<file path="src/rtl/pic_int_ctrl_pkg.sv">
// ---------------------------------------------------------------------------
// pic_int_ctrl_pkg
// Shared definitions for the interrupt/sleep/wake sequencer:
//   - INTCON bit positions (GIE down to RBIF)
//   - sequencer state encoding (RUN, PEND, VEC, SLEEP)
//   - register-file address of INTCON for the SFR decoder
// ---------------------------------------------------------------------------
package pic_int_ctrl_pkg;

    localparam int GIE_BIT  = 7;
    localparam int EEIE_BIT = 6;
    localparam int T0IE_BIT = 5;
    localparam int INTE_BIT = 4;
    localparam int RBIE_BIT = 3;
    localparam int T0IF_BIT = 2;
    localparam int INTF_BIT = 1;
    localparam int RBIF_BIT = 0;

    localparam logic [7:0] INTCON_ADDR = 8'h0B;

    typedef enum logic [1:0] {
        ST_RUN   = 2'd0,
        ST_PEND  = 2'd1,
        ST_VEC   = 2'd2,
        ST_SLEEP = 2'd3
    } pic_state_e;

endpackage

</file>
<file path="src/rtl/pic_pin_sync.sv">
// ---------------------------------------------------------------------------
// pic_pin_sync
// WIDTH-bit, STAGES-deep flop chain that brings asynchronous pin levels into
// the core clock domain. Cleared to zero by the asynchronous active-low reset.
// Ports:
//   clk   - core clock
//   rst_n - asynchronous active-low clear
//   d     - raw asynchronous input
//   q     - synchronized output (last stage)
// ---------------------------------------------------------------------------
module pic_pin_sync #(
    parameter int WIDTH  = 1,
    parameter int STAGES = 2
) (
    input  logic             clk,
    input  logic             rst_n,
    input  logic [WIDTH-1:0] d,
    output logic [WIDTH-1:0] q
);

    logic [WIDTH-1:0] stage_q [STAGES];

    // Shift chain: stage 0 samples the pin, each later stage re-samples the
    // one before it to let metastability settle.
    always_ff @(posedge clk or negedge rst_n) begin
        if (!rst_n) begin
            for (int i = 0; i < STAGES; i++) begin
                stage_q[i] <= '0;
            end
        end else begin
            stage_q[0] <= d;
            for (int i = 1; i < STAGES; i++) begin
                stage_q[i] <= stage_q[i-1];
            end
        end
    end

    assign q = stage_q[STAGES-1];

endmodule

</file>
<file path="src/rtl/pic_int_ctrl.sv">
// ---------------------------------------------------------------------------
// pic_int_ctrl
// Interrupt, sleep and wake sequencer. Owns INTCON, detects RB0/INT edges and
// RB<7:4> changes, latches the TMR0 overflow, and raises the interrupt vector
// request at an instruction boundary. A WDT timeout wakes the core from SLEEP
// or, while awake, requests a device reset.
// Ports:
//   clkout, rst_n                 - core clock, async active-low reset
//   intcon_reg_in/intcon_wr_en    - software write of INTCON
//   intcon_reg_out                - current INTCON
//   tmr0if_set_en, wdt_timeout    - strobes from the TMR0/WDT block
//   eeif                          - EEPROM write-complete level
//   intedg, rb0_pin               - RB0/INT edge select and raw pin
//   rb_hi_pin, trisb_hi           - raw RB<7:4> pins and their direction
//   portb_rd_en                   - PORTB read, reloads the change latch
//   instr_boundary                - current instruction completes
//   retfie_en, sleep_en           - RETFIE / SLEEP executing
//   int_vector_en                 - one-cycle vector request to the core
//   asleep                        - core stall while sleeping
//   wake_pulse                    - one-cycle pulse on leaving SLEEP
//   wdt_reset_req                 - one-cycle device reset request
// ---------------------------------------------------------------------------
module pic_int_ctrl
    import pic_int_ctrl_pkg::*;
#(
    parameter int         SYNC_STAGES = 2,
    parameter logic [7:0] INTCON_RST  = 8'h00
) (
    input  logic       clkout,
    input  logic       rst_n,
    input  logic [7:0] intcon_reg_in,
    input  logic       intcon_wr_en,
    output logic [7:0] intcon_reg_out,
    input  logic       tmr0if_set_en,
    input  logic       wdt_timeout,
    input  logic       eeif,
    input  logic       intedg,
    input  logic       rb0_pin,
    input  logic [3:0] rb_hi_pin,
    input  logic [3:0] trisb_hi,
    input  logic       portb_rd_en,
    input  logic       instr_boundary,
    input  logic       retfie_en,
    input  logic       sleep_en,
    output logic       int_vector_en,
    output logic       asleep,
    output logic       wake_pulse,
    output logic       wdt_reset_req
);

    pic_state_e state_q, state_d;
    logic [7:0] intcon_q, intcon_d;
    logic       rb0_sync, rb0_prev;
    logic [3:0] rb_hi_sync, rb_latch;
    logic       wake_q, wake_d;
    logic       wdt_req_q, wdt_req_d;
    logic       int_edge, rb_change, pending, gie_pending;

    pic_pin_sync #(.WIDTH(1), .STAGES(SYNC_STAGES)) u_rb0_sync (
        .clk   (clkout),
        .rst_n (rst_n),
        .d     (rb0_pin),
        .q     (rb0_sync)
    );

    pic_pin_sync #(.WIDTH(4), .STAGES(SYNC_STAGES)) u_rb_hi_sync (
        .clk   (clkout),
        .rst_n (rst_n),
        .d     (rb_hi_pin),
        .q     (rb_hi_sync)
    );

    assign int_edge  = intedg ? (rb0_sync & ~rb0_prev) : (~rb0_sync & rb0_prev);
    assign rb_change = |((rb_hi_sync ^ rb_latch) & trisb_hi);

    assign pending = (intcon_q[T0IE_BIT] & intcon_q[T0IF_BIT])
                   | (intcon_q[INTE_BIT] & intcon_q[INTF_BIT])
                   | (intcon_q[RBIE_BIT] & intcon_q[RBIF_BIT])
                   | (intcon_q[EEIE_BIT] & eeif);
    assign gie_pending = intcon_q[GIE_BIT] & pending;

    // INTCON next value. Hardware flag sets are applied after the software
    // write so a same-cycle clear can never swallow an event. GIE is cleared
    // by the vector cycle ahead of RETFIE and the software write.
    always_comb begin
        intcon_d = intcon_q;
        if (intcon_wr_en) begin
            intcon_d = intcon_reg_in;
        end
        if (tmr0if_set_en) intcon_d[T0IF_BIT] = 1'b1;
        if (int_edge)      intcon_d[INTF_BIT] = 1'b1;
        if (rb_change)     intcon_d[RBIF_BIT] = 1'b1;
        if (state_q == ST_VEC) begin
            intcon_d[GIE_BIT] = 1'b0;
        end else if (retfie_en) begin
            intcon_d[GIE_BIT] = 1'b1;
        end
    end

    // Sequencer next state and decoded outputs. A PEND whose qualified
    // request has gone away (GIE written low) falls back to RUN unvectored.
    always_comb begin
        state_d       = state_q;
        int_vector_en = 1'b0;
        asleep        = 1'b0;
        wake_d        = 1'b0;
        wdt_req_d     = wdt_timeout & (state_q != ST_SLEEP);
        case (state_q)
            ST_RUN: begin
                if (gie_pending) begin
                    state_d = ST_PEND;
                end else if (sleep_en) begin
                    state_d = ST_SLEEP;
                end
            end
            ST_PEND: begin
                if (!gie_pending) begin
                    state_d = ST_RUN;
                end else if (instr_boundary) begin
                    state_d = ST_VEC;
                end
            end
            ST_VEC: begin
                int_vector_en = 1'b1;
                state_d       = ST_RUN;
            end
            ST_SLEEP: begin
                asleep = 1'b1;
                if (pending || wdt_timeout) begin
                    wake_d  = 1'b1;
                    state_d = gie_pending ? ST_PEND : ST_RUN;
                end
            end
            default: state_d = ST_RUN;
        endcase
    end

    // State, INTCON, edge history, change latch and registered pulses.
    always_ff @(posedge clkout or negedge rst_n) begin
        if (!rst_n) begin
            state_q   <= ST_RUN;
            intcon_q  <= INTCON_RST;
            rb0_prev  <= 1'b0;
            rb_latch  <= 4'h0;
            wake_q    <= 1'b0;
            wdt_req_q <= 1'b0;
        end else begin
            state_q   <= state_d;
            intcon_q  <= intcon_d;
            rb0_prev  <= rb0_sync;
            wake_q    <= wake_d;
            wdt_req_q <= wdt_req_d;
            if (portb_rd_en) begin
                rb_latch <= rb_hi_sync;
            end
        end
    end

    assign intcon_reg_out = intcon_q;
    assign wake_pulse     = wake_q;
    assign wdt_reset_req  = wdt_req_q;

endmodule

</file>
<file path="config.mk">
export PLATFORM = sky130hd
export DESIGN_NAME = pic_int_ctrl
export DESIGN_NICKNAME = d
export VERILOG_FILES = /design/src/rtl/pic_int_ctrl_pkg.sv /design/src/rtl/pic_pin_sync.sv /design/src/rtl/pic_int_ctrl.sv
export SDC_FILE = /design/constraint.sdc
export NUM_CORES = 1
export LEC_CHECK = 0
export BUFFER_PORTS_ARGS = -buffer_cell sky130_fd_sc_hd__buf_4
export CAP_MARGIN = 20
export CORE_ASPECT_RATIO = 0.9
export CORE_MARGIN = 2
export CORE_UTILIZATION = 44
export CTS_CLUSTER_DIAMETER = 30
export CTS_CLUSTER_SIZE = 8
export DETAILED_ROUTE_END_ITERATION = 10
export PLACE_DENSITY = 0.73
export SETUP_SLACK_MARGIN = 0.3
export SLEW_MARGIN = 15
export SYNTH_ARGS = -nofsm -noshare
export SYNTH_HDL_FRONTEND = slang
export SYNTH_HIERARCHICAL = 1
export SYNTH_SLANG_ARGS = --single-unit
</file>
<file path="constraint.sdc">
create_clock -name clkout -period 1.6 [get_ports clkout]
set_clock_uncertainty 0.15 [all_clocks]
set_input_delay 0.16 -clock clkout [delete_from_list [all_inputs] [get_ports clkout]]
set_output_delay 0.16 -clock clkout [all_outputs]
set_load 0.005 [all_outputs]
</file>
## Word level (Yosys, flattened, before mapping)

Index checks and enable logic that the tools add are counted.

| storage, ports and cells | value |
|---|---|
| flip-flop bits (word level) | 27 |
| input port bits | 28 |
| output and inout bits | 12 |
| logic and storage cells | 62 |

| operators by class | value |
|---|---|
| eq/ne operators | 7 |
| muxes and demuxes | 18 |
| bitwise gates (word level) | 15 |
| reductions and logical operators | 8 |

Operators with widths:

| operator | count |
|---|---|
| 2-to-1 mux 1 bit | 11 |
| 2-to-1 mux 2 bit | 5 |
| AND 1 bit | 8 |
| 2-to-1 mux 8 bit | 1 |
| case mux 2 bit (4 select lines) | 1 |
| inequality test 3 bit, second input constant | 2 |
| nonzero test 2 bit | 3 |
| AND 4 bit | 1 |
| equality test 2 bit, second input constant | 2 |
| inequality test 2 bit, second input constant | 2 |
| OR reduction 4 bit | 1 |
| XOR 4 bit | 1 |
| OR 1 bit | 3 |
| AND reduction 3 bit | 1 |
| nonzero test 3 bit | 1 |
| equality test 2 x 1 -> 1 bit, second input constant | 1 |
| logical NOT 2 bit | 1 |
| inverter 1 bit | 2 |
| logical OR 1 bit | 1 |

## Depth between registers and ports, before layout

Gate-level depths: netlist (run 1).

| depth | value |
|---|---|
| word-level depth | 8 |
| depth in mapped cells | 4 |
| gate-level depth less buffers | 4 |

## Cells and area by module

Netlist (run 1), hierarchy kept.

By module, submodules not included:

| module | instances | cells an instance | area an instance (sq um) | seq. area each (sq um) |
|---|---|---|---|---|
| pic_int_ctrl | 1 | 61 | 768.2 | 425.4 |
| pic_pin_sync (u_rb_hi_sync) | 1 | 12 | 230.2 | 200.2 |
| pic_pin_sync (u_rb0_sync) | 1 | 2 | 50.0 | 50.0 |

## Worst setup path before layout (run 1)

No wires, ideal clock.

| timing path | value |
|---|---|
| path type | register to register |
| from | register u_rb_hi_sync.stage_q (netlist bit u_rb_hi_sync/q[2]) |
| to | register intcon_q[0], in the netlist intcon_reg_out[0] |
| setup time | 0.132 ns |
| arrival time | 0.996 ns |
| data required time | 1.318 ns |
| setup slack | 0.321 ns |
| stages on the path, launching flop included | 5 |
| buffers on the path | 1 |
| period minus slack after synthesis | 1.279 ns |
| path through | dfrtp_1 > buf_4 > xor2_1 > a222oi_1 > nand3_1 |

| on the way | value |
|---|---|
| word-level cells in the longest chain between the ends | 4 |
| elaborated cells between the ends (all ways) | 5 |
| those cells by class | mux: 1; bitwise: 2; reduce/logical: 2 |

RTL lines:

| element | line | RTL |
|---|---|---|
| start, declared | pic_pin_sync.sv:21 | `logic [WIDTH-1:0] stage_q [STAGES];` |
| start signal, assigned by index | pic_pin_sync.sv:33 | `stage_q[i] <= stage_q[i-1];` |
| XOR 4 bit * | pic_int_ctrl.sv:74 | `assign rb_change = \|((rb_hi_sync ^ rb_latch) & trisb_hi);` |
| AND 4 bit * | pic_int_ctrl.sv:74 |  |
| OR reduction 4 bit * | pic_int_ctrl.sv:74 |  |
| 2-to-1 mux 1 bit or nonzero test 2 bit (tied branches) | n/a |  |
| end signal, assigned | pic_int_ctrl.sv:149 | `intcon_q <= intcon_d;` |
| end, declared | pic_int_ctrl.sv:52 | `logic [7:0] intcon_q, intcon_d;` |

Mark *: on every way between the ends. The rest lies on a longest branch, timed or not.
A chain may end at the register's enable or synchronous reset.

## Worst setup path in the final report (run 1)

| timing path | value |
|---|---|
| from | register state_q[0] |
| to | output asleep |

| on the way | value |
|---|---|
| word-level cells in the longest chain between the ends | 2 |

RTL lines:

| element | line | RTL |
|---|---|---|
| start, declared | pic_int_ctrl.sv:51 | `pic_state_e state_q, state_d;` |
| start signal, assigned | pic_int_ctrl.sv:148 | `state_q <= state_d;` |
| equality test 2 bit | pic_int_ctrl.sv:108 | `case (state_q)` |
| 2-to-1 mux 1 bit | pic_int_ctrl.sv:108 |  |
| end, declared | pic_int_ctrl.sv:46 | `output logic asleep,` |

No other way between the ends.

==> results of run 1 <==
[registers in the layout, summed over array words and instances (netlist names)]
| register | count |
|---|---|
| intcon_reg_out | 8 |
| rb0_prev | 1 |
| rb_latch | 4 |
| state_q | 2 |
| u_rb0_sync/q | 1 |
| u_rb0_sync/stage_q | 1 |
| u_rb_hi_sync/q | 4 |
| u_rb_hi_sync/stage_q | 4 |
| wake_pulse | 1 |
| wdt_reset_req | 1 |
[worst max-delay path, stage by stage (launching register included)]
cell and delay, ns:
dfrtp_1 0.46, nand2_2 0.11, inv_2 0.05, buf_6 0.11
[area by class of cell]
type	count	area, sq um
Inverter	2	7.51
Clock buffer	3	22.5
Multi-Input combinational cell	41	340
Sequential cell	27	676
Tap cell	27	33.8
Clock inverter	1	7.51
Fill cell	143	509
Timing Repair Buffer	74	626
[placed cells by master, fill, tap and decap left out]
cell / n
buf_4: 47
dfrtp_1: 27
dlygate4sd3_1: 25
mux2_2: 8
xor2_1: 4
nor2_1: 3
nand3_1: 3
clkbuf_4: 3
a22oi_2: 2
a31oi_1: 2
mux2i_1: 2
nand3b_1: 2
nor2b_1: 2
buf_6: 2
nand2_2: 1
inv_2: 1
nor2b_4: 1
inv_1: 1
or3b_2: 1
nand2_1: 1
a222oi_1: 1
a21boi_2: 1
a21oi_1: 1
a22oi_1: 1
o21ai_1: 1
nand4b_1: 1
o211ai_1: 1
a211o_1: 1
a211oi_1: 1
clkinvlp_4: 1
[power by group]
group	switching (mW)	total, mW	internal (mW)
Clock	0.199	0.294	0.0956
Combinational	0.210	0.568	0.357
Sequential	0.0688	0.839	0.770
[layer usage]
layer  up-vias  part of all wire [%]
met2        28                    54
met3         2                   4.7
li1        410                     -
met5         -                     0
met1       404                    41
met4         0                  0.65
[per-stage QoR]
step / power, mW / cell area [sq um] / cells
detailed placement: 1.21 / 1340 / 136
global route: 1.80 / 1710 / 175
floorplan: 1.03 / 1050 / 75
CTS: 1.66 / 1670 / 170
global placement: 1.20 / 1340 / 136
finish: 1.70 / 1710 / 175
[how the worst min path moves through the flow]
| stage | from | endpoint | slack (ns) | depth (start not counted) |
|---|---|---|---|---|
| floorplan | rst_n | intcon_reg_out[0] | -0.29 | 0 |
| global placement | rst_n | u_rb_hi_sync/stage_q[7] | -0.07 | 1 |
| detailed placement | rst_n | u_rb_hi_sync/stage_q[7] | -0.06 | 1 |
| CTS | intcon_wr_en | intcon_reg_out[2] | 0.0008 | 2 |
| global route | instr_boundary | state_q[1] | 0.04 | 3 |
| finish | instr_boundary | state_q[1] | 0.05 | 3 |
[kinds of logic after synthesis]
family                 after synthesis
flip-flops                          27
AND/OR/NAND/NOR                     15
AO/OA/AOI/OAI                       12
multiplexers                        10
buffers and inverters                7
XOR/XNOR                             4
[repair_timing]
action                     4_1_cts  5_1_grt
pin swaps                        4        6
setup buffers                    6        4
hold endpoints to repair        48        1
gates resized for setup          5        1
setup endpoints to repair        4        5
hold buffers                    24        1
==> reports/results.ini, run 1 <==
[floorplan]
die_w_um = 55.5
initial_core_util_pct = 47.2
die-height_um = 50.3
rows = 16
pin_count = 40
die-area_sq_um = 2790
core_sq_um = 2220

[clock_network]
cts_tree = built
cts-root-buf = clkbuf_4
cts_sinks = 27
clockBufferDepth = 2
clk_pin_slew_worst_paths_ns = 0.14
cts_max_level = 1
worstSkewPairLatency_ns = 0.32
cts_inserted_buffers = 3

[sta]
max_slew_margin_pct = 78.2
fmax_ghz = 0.733
hold_viol = 0
finalSetupTns_ns = 0
tightest_slew_ns = 0.327
setup-violations-final = 0
rsz0062_at_grt = yes
fin_crit_sh_pct = 85.3
fin_hold_ws_ns = 0.0490
fin_crit_ns = 1.37
slew_viol_final = 0
fin_ws_ns = 0.235

[drt]
vias = 844
ant_nets = 0
wl_per_cell_um = 13.2
drc = 0
via_per_inst = 4.82
wl_um = 2320
drtIter0Drc = 16
firstDrtPassIters = 4

[logic_synthesis]
synth.distinct_cells = 24
synth-edff-count = 0
async_flop_share_pct = 100
ys_warn_count = 6
yosysSeqAreaShare_pct = 64.4
netlist_area_sq_um = 1050
synth-seq-cells = 27
yosysTopAreaCellShare_pct = 64.4
synth-simple-area-share_pct = 8.11
synth_mux_area_share_pct = 10.5
syn_inst = 75
synthTopCellsByArea = dfrtp_1, mux2_2, xor2_1
synth-compound-area-share_pct = 9.55
syn_avg_cell_area_sq_um = 14.0
syn_nets = 103
yosys.area.top_type = dfrtp_1
synthTopCellsByCount = dfrtp_1, mux2_2, buf_4, xor2_1
ys.flop_type = dfrtp_1
synth-xor-area-share_pct = 3.34
synth_top_family_by_area = multiplexers
yosysMostFrequentCell = dfrtp_1
synth_fa_ha_area_share_pct = 0

[finish]
fin_nets = 177
n_antenna_cell = 0
area_delta_synth_final_pct = 63.4
drive_gt1_share_pct = 45.9
utilization_pct = 77.1

[setup_path]
worstSetupPathType = register to output pin
critPathLaunch = state_q[0]
rr_worst_depth = 4
reg2reg_to = state_q[1]
rrSetupSlack_ns = 0.24
cp-start-kind = register
cp_max_fo = 3
rr_startpoint = intcon_reg_out[5]
cp-end-kind = output pin
setup.worst_path.end = asleep
critPathRequiredTime_ns = 1.29
worstPathArrival_ns = 1.06

[power_and_ir_drop]
p_leak_nw = 0.799
ir_drop_uv = 873
power.density_nw_per_um2 = 993

[global_routing]
grt_pass1_vias = 837
grtUsageMet2_pct = 30.0
grt_start_max_net_pins = 28
antenna_found_initial = 0
grt_overflow = 0
use_met3_pct = 5.67
top_usage_layer = met2
grt_pass1_wl_um = 3620
track_usage_pct = 17.3
use_met1_pct = 20.9

[placed_design]
numPortBuffers = 39
routabilityCongestion = 0.703
dp_slack_ns = 0.271

[worst_hold_path]
hold_path_class = input pin to register

[flow_run]
max-cap-violations = 0

[status]
status = finished, final reports clean

Power figures use the tool's default switching activity.
==> run 2: changes to the inputs <==
--- a/config.mk
+++ b/config.mk
@@ -5,7 +5,7 @@
 export SDC_FILE = /design/constraint.sdc
 export NUM_CORES = 1
 export LEC_CHECK = 0
-export BUFFER_PORTS_ARGS = -buffer_cell sky130_fd_sc_hd__buf_4
+export BUFFER_PORTS_ARGS = -buffer_cell sky130_fd_sc_hd__buf_2
 export CAP_MARGIN = 20
 export CORE_ASPECT_RATIO = 0.9
 export CORE_MARGIN = 2
@@ -13,10 +13,9 @@
 export CTS_CLUSTER_DIAMETER = 30
 export CTS_CLUSTER_SIZE = 8
 export DETAILED_ROUTE_END_ITERATION = 10
-export PLACE_DENSITY = 0.73
+export PLACE_DENSITY = 0.74
 export SETUP_SLACK_MARGIN = 0.3
 export SLEW_MARGIN = 15
 export SYNTH_ARGS = -nofsm -noshare
 export SYNTH_HDL_FRONTEND = slang
-export SYNTH_HIERARCHICAL = 1
 export SYNTH_SLANG_ARGS = --single-unit
==> reports/results.ini, run 2 <==
[sta]
hold_viol = 0  ; unchanged
fin_crit_sh_pct = 102  ; was 85.3%
tightest_slew_ns = 0.590  ; was 0.327 ns
finalSetupTns_ns = -0.0331  ; was 0 ns
fin_ws_ns = -0.0331  ; was 0.235 ns
fin_crit_ns = 1.63  ; was 1.37 ns
slew_viol_final = 0  ; unchanged
setup-violations-final = 1  ; was 0
fmax_ghz = 0.612  ; was 0.733 GHz
fin_hold_ws_ns = 0.0553  ; was 0.0490 ns
max_slew_margin_pct = 60.7  ; was 78.2%
rsz0062_at_grt = yes  ; unchanged

[worst_hold_path]
min_from = sleep_en  ; was instr_boundary
worstHoldPathCells = 3  ; unchanged
hold_path_class = input pin to register  ; unchanged
whs_endpoint = state_q[1]  ; unchanged

[drt]
firstDrtPassIters = 4  ; unchanged
drc = 0  ; unchanged
wl_um = 2580  ; was 2320 um
vias = 836  ; was 844
drtIter0Drc = 7  ; was 16
wl_per_cell_um = 14.6  ; was 13.2 um
via_per_inst = 4.72  ; was 4.82
ant_nets = 0  ; unchanged

[floorplan]
die_w_um = 54.3  ; was 55.5 um
pin_count = 40  ; unchanged
rows = 16  ; unchanged
die-height_um = 49.3  ; was 50.3 um
initial_core_util_pct = 46.4  ; was 47.2%
core_sq_um = 2160  ; was 2220 sq um
die-area_sq_um = 2680  ; was 2790 sq um

[flow_run]
max-cap-violations = 0  ; unchanged

[power_and_ir_drop]
ir_drop_uv = 819  ; was 873 uV
finalPower_mw = 1.67  ; was 1.70 mW
intPower_mw = 1.19  ; was 1.22 mW
swShare_pct = 28.4  ; was 28.1%
power_switching_mw = 0.473  ; was 0.478 mW
seq_power_share_pct = 50.2  ; was 49.3%
p_clk_share_pct = 17.7  ; was 17.3%
power.density_nw_per_um2 = 1010  ; was 993 nW/um^2
combinationalPowerShare_pct = 32.1  ; was 33.4%
p_leak_nw = 0.786  ; was 0.799 nW

[setup_path]
rr_worst_depth = 4  ; unchanged
worstSetupPathType = register to register  ; was register to output pin
cp-end-kind = register  ; was output pin
reg2reg_to = state_q[1]  ; unchanged
rrSetupSlack_ns = -0.03  ; was 0.24 ns
critPathRequiredTime_ns = 1.71  ; was 1.29 ns
cp_max_fo = 2  ; was 3
cp-start-kind = register  ; unchanged
worstPathArrival_ns = 1.74  ; was 1.06 ns
rr_startpoint = intcon_reg_out[1]  ; was intcon_reg_out[5]

[finish]
stdcell_area_sq_um = 1640  ; was 1710 sq um
most-common-layout-cells = buf_2, dfrtp_1, dlygate4sd3_1, buf_4, mux2_2  ; was buf_4, dfrtp_1, dlygate4sd3_1, mux2_2, xor2_1
layout_commonest_cell = buf_2  ; was buf_4
area_delta_synth_final_pct = 63.6  ; was 63.4%
utilization_pct = 75.9  ; was 77.1%
n_antenna_cell = 0  ; unchanged
fin_nets = 179  ; was 177
drive_gt1_share_pct = 44.7  ; was 45.9%
layoutNonFillerInstCount = 177  ; was 175
largest_reg_flops = 8  ; unchanged
fillers = 132  ; was 143

[global_routing]
grt_start_max_net_pins = 28  ; unchanged
top_usage_layer = met2  ; unchanged
use_met1_pct = 23.5  ; was 20.9%
grtUsageMet2_pct = 36.1  ; was 30.0%
antenna_found_initial = 0  ; unchanged
grt_pass1_vias = 892  ; was 837
grt_pass1_wl_um = 3910  ; was 3620 um
track_usage_pct = 20.3  ; was 17.3%
grt_overflow = 0  ; unchanged
use_met3_pct = 4.60  ; was 5.67%

[clock_network]
cts_sinks = 27  ; unchanged
worstSkewPairLatency_ns = 0.32  ; about the same
cts_tree = built  ; unchanged
cts_max_level = 1  ; unchanged
clk_pin_slew_worst_paths_ns = 0.14  ; about the same
cts-root-buf = clkbuf_4  ; unchanged
cts_inserted_buffers = 3  ; unchanged
clockBufferDepth = 2  ; unchanged

[placed_design]
placed_cells = 138  ; was 136
hpwl_um = 1540
dpl_cell_area_sq_um = 1240  ; was 1340 sq um
dp_slack_ns = 0.0350  ; was 0.271 ns
routabilityCongestion = 0.710  ; was 0.703
numPortBuffers = 39  ; unchanged

[status]
status = finished, violations left  ; was finished, final reports clean
violations = negative setup slack

[logic_synthesis]
netlist_area_sq_um = 1000  ; was 1050 sq um
synth-edff-count = 0  ; unchanged
synth.distinct_cells = 23  ; was 24
ys.flop_type = dfrtp_1  ; unchanged
ys_warn_count = 0  ; was 6
yosysMostFrequentCell = dfrtp_1  ; unchanged
synthTopCellsByArea = dfrtp_1, mux2_2, xor2_1  ; unchanged
syn_nets = 99  ; was 103
synth-seq-cells = 27  ; unchanged
yosysSeqAreaShare_pct = 67.3  ; was 64.4%
async_flop_share_pct = 100  ; unchanged
yosys.area.top_type = dfrtp_1  ; unchanged
syn_avg_cell_area_sq_um = 14.1  ; was 14.0 sq um
yosysTopAreaCellShare_pct = 67.3  ; was 64.4%
syn_inst = 71  ; was 75
synthTopCellsByCount = dfrtp_1, mux2_2, nor2b_1, nand2_1, xor2_1  ; was dfrtp_1, mux2_2, buf_4, xor2_1

[run 2: cell count changes after synthesis, sizes merged, moves of 2 or more]
cell    change
a22o        +2
buf         -5
nor2b       +2
a31oi       -2
nand2       +2
a22oi       -3
nand3b      -2
[run 2: cells by family after synthesis]
family	Yosys count	synth area share, %
DFF	27	67.3
and+or+nand+nor	18	9.73
buffers and inverters	2	0.747
xor gates and xnor gates	4	3.49
AOI/OAI and AO/OA	10	7.73
muxes	10	11.0
[run 2: area by class of cell]
type | count | area (sq um) | area share [%]
clock inverters | 1 | 7.51 | 0.457
well taps | 27 | 33.8 | 2.06
multi-input cells | 42 | 329 | 20.0
repair buffers | 76 | 569 | 34.7
clock buffers | 3 | 22.5 | 1.37
flip-flops and latches | 27 | 676 | 41.2
inverters | 1 | 3.75 | 0.229
[run 2: per-layer routing]
metal	up-vias	share of wire, %
met3	6	4.5
li1	406	-
met1	399	40
met4	0	3.1
met2	25	52
met5	-	0
[run 2: power by group through the flow]
stage	clock (mW)	sequential (mW)	combinational [mW]
after floorplan	0	0.840	0.155
after global placement	0	0.842	0.296
after detailed placement	0	0.853	0.314
after CTS	0.309	0.826	0.432
after global routing	0.335	0.845	0.582
final	0.295	0.836	0.534
[run 2: worst max-delay path, stage by stage, from the launching register on]
cell and delay [ns]:
dfrtp_1 0.43, a22o_1 0.25, o21a_1 0.18, or4b_1 0.46
nand3_1 0.10
[run 2: timing repair]
item,in CTS,in global routing
hold endpoints to repair,47,0
resized for setup,0,11
cloned,0,0
setup buffers,6,5
setup endpoints to repair,5,10
pin swaps,5,0
hold buffers,24,0
[run 2: worst max path at each step]
| stage | startpoint | depth (start not counted) | endpoint | slack [ns] |
|---|---|---|---|---|
| 6_report | intcon_reg_out[1] | 4 | state_q[1] | -0.03 |
| 5_1_grt | intcon_reg_out[4] | 4 | state_q[1] | -0.10 |
| 4_1_cts | intcon_reg_out[4] | 4 | state_q[1] | 0.007 |
| 3_5_place_dp | intcon_reg_out[4] | 4 | state_q[1] | 0.03 |
| 3_3_place_gp | intcon_reg_out[6] | 4 | state_q[1] | 0.07 |
| 2_1_floorplan | intcon_reg_out[1] | 4 | state_q[1] | 0.02 |
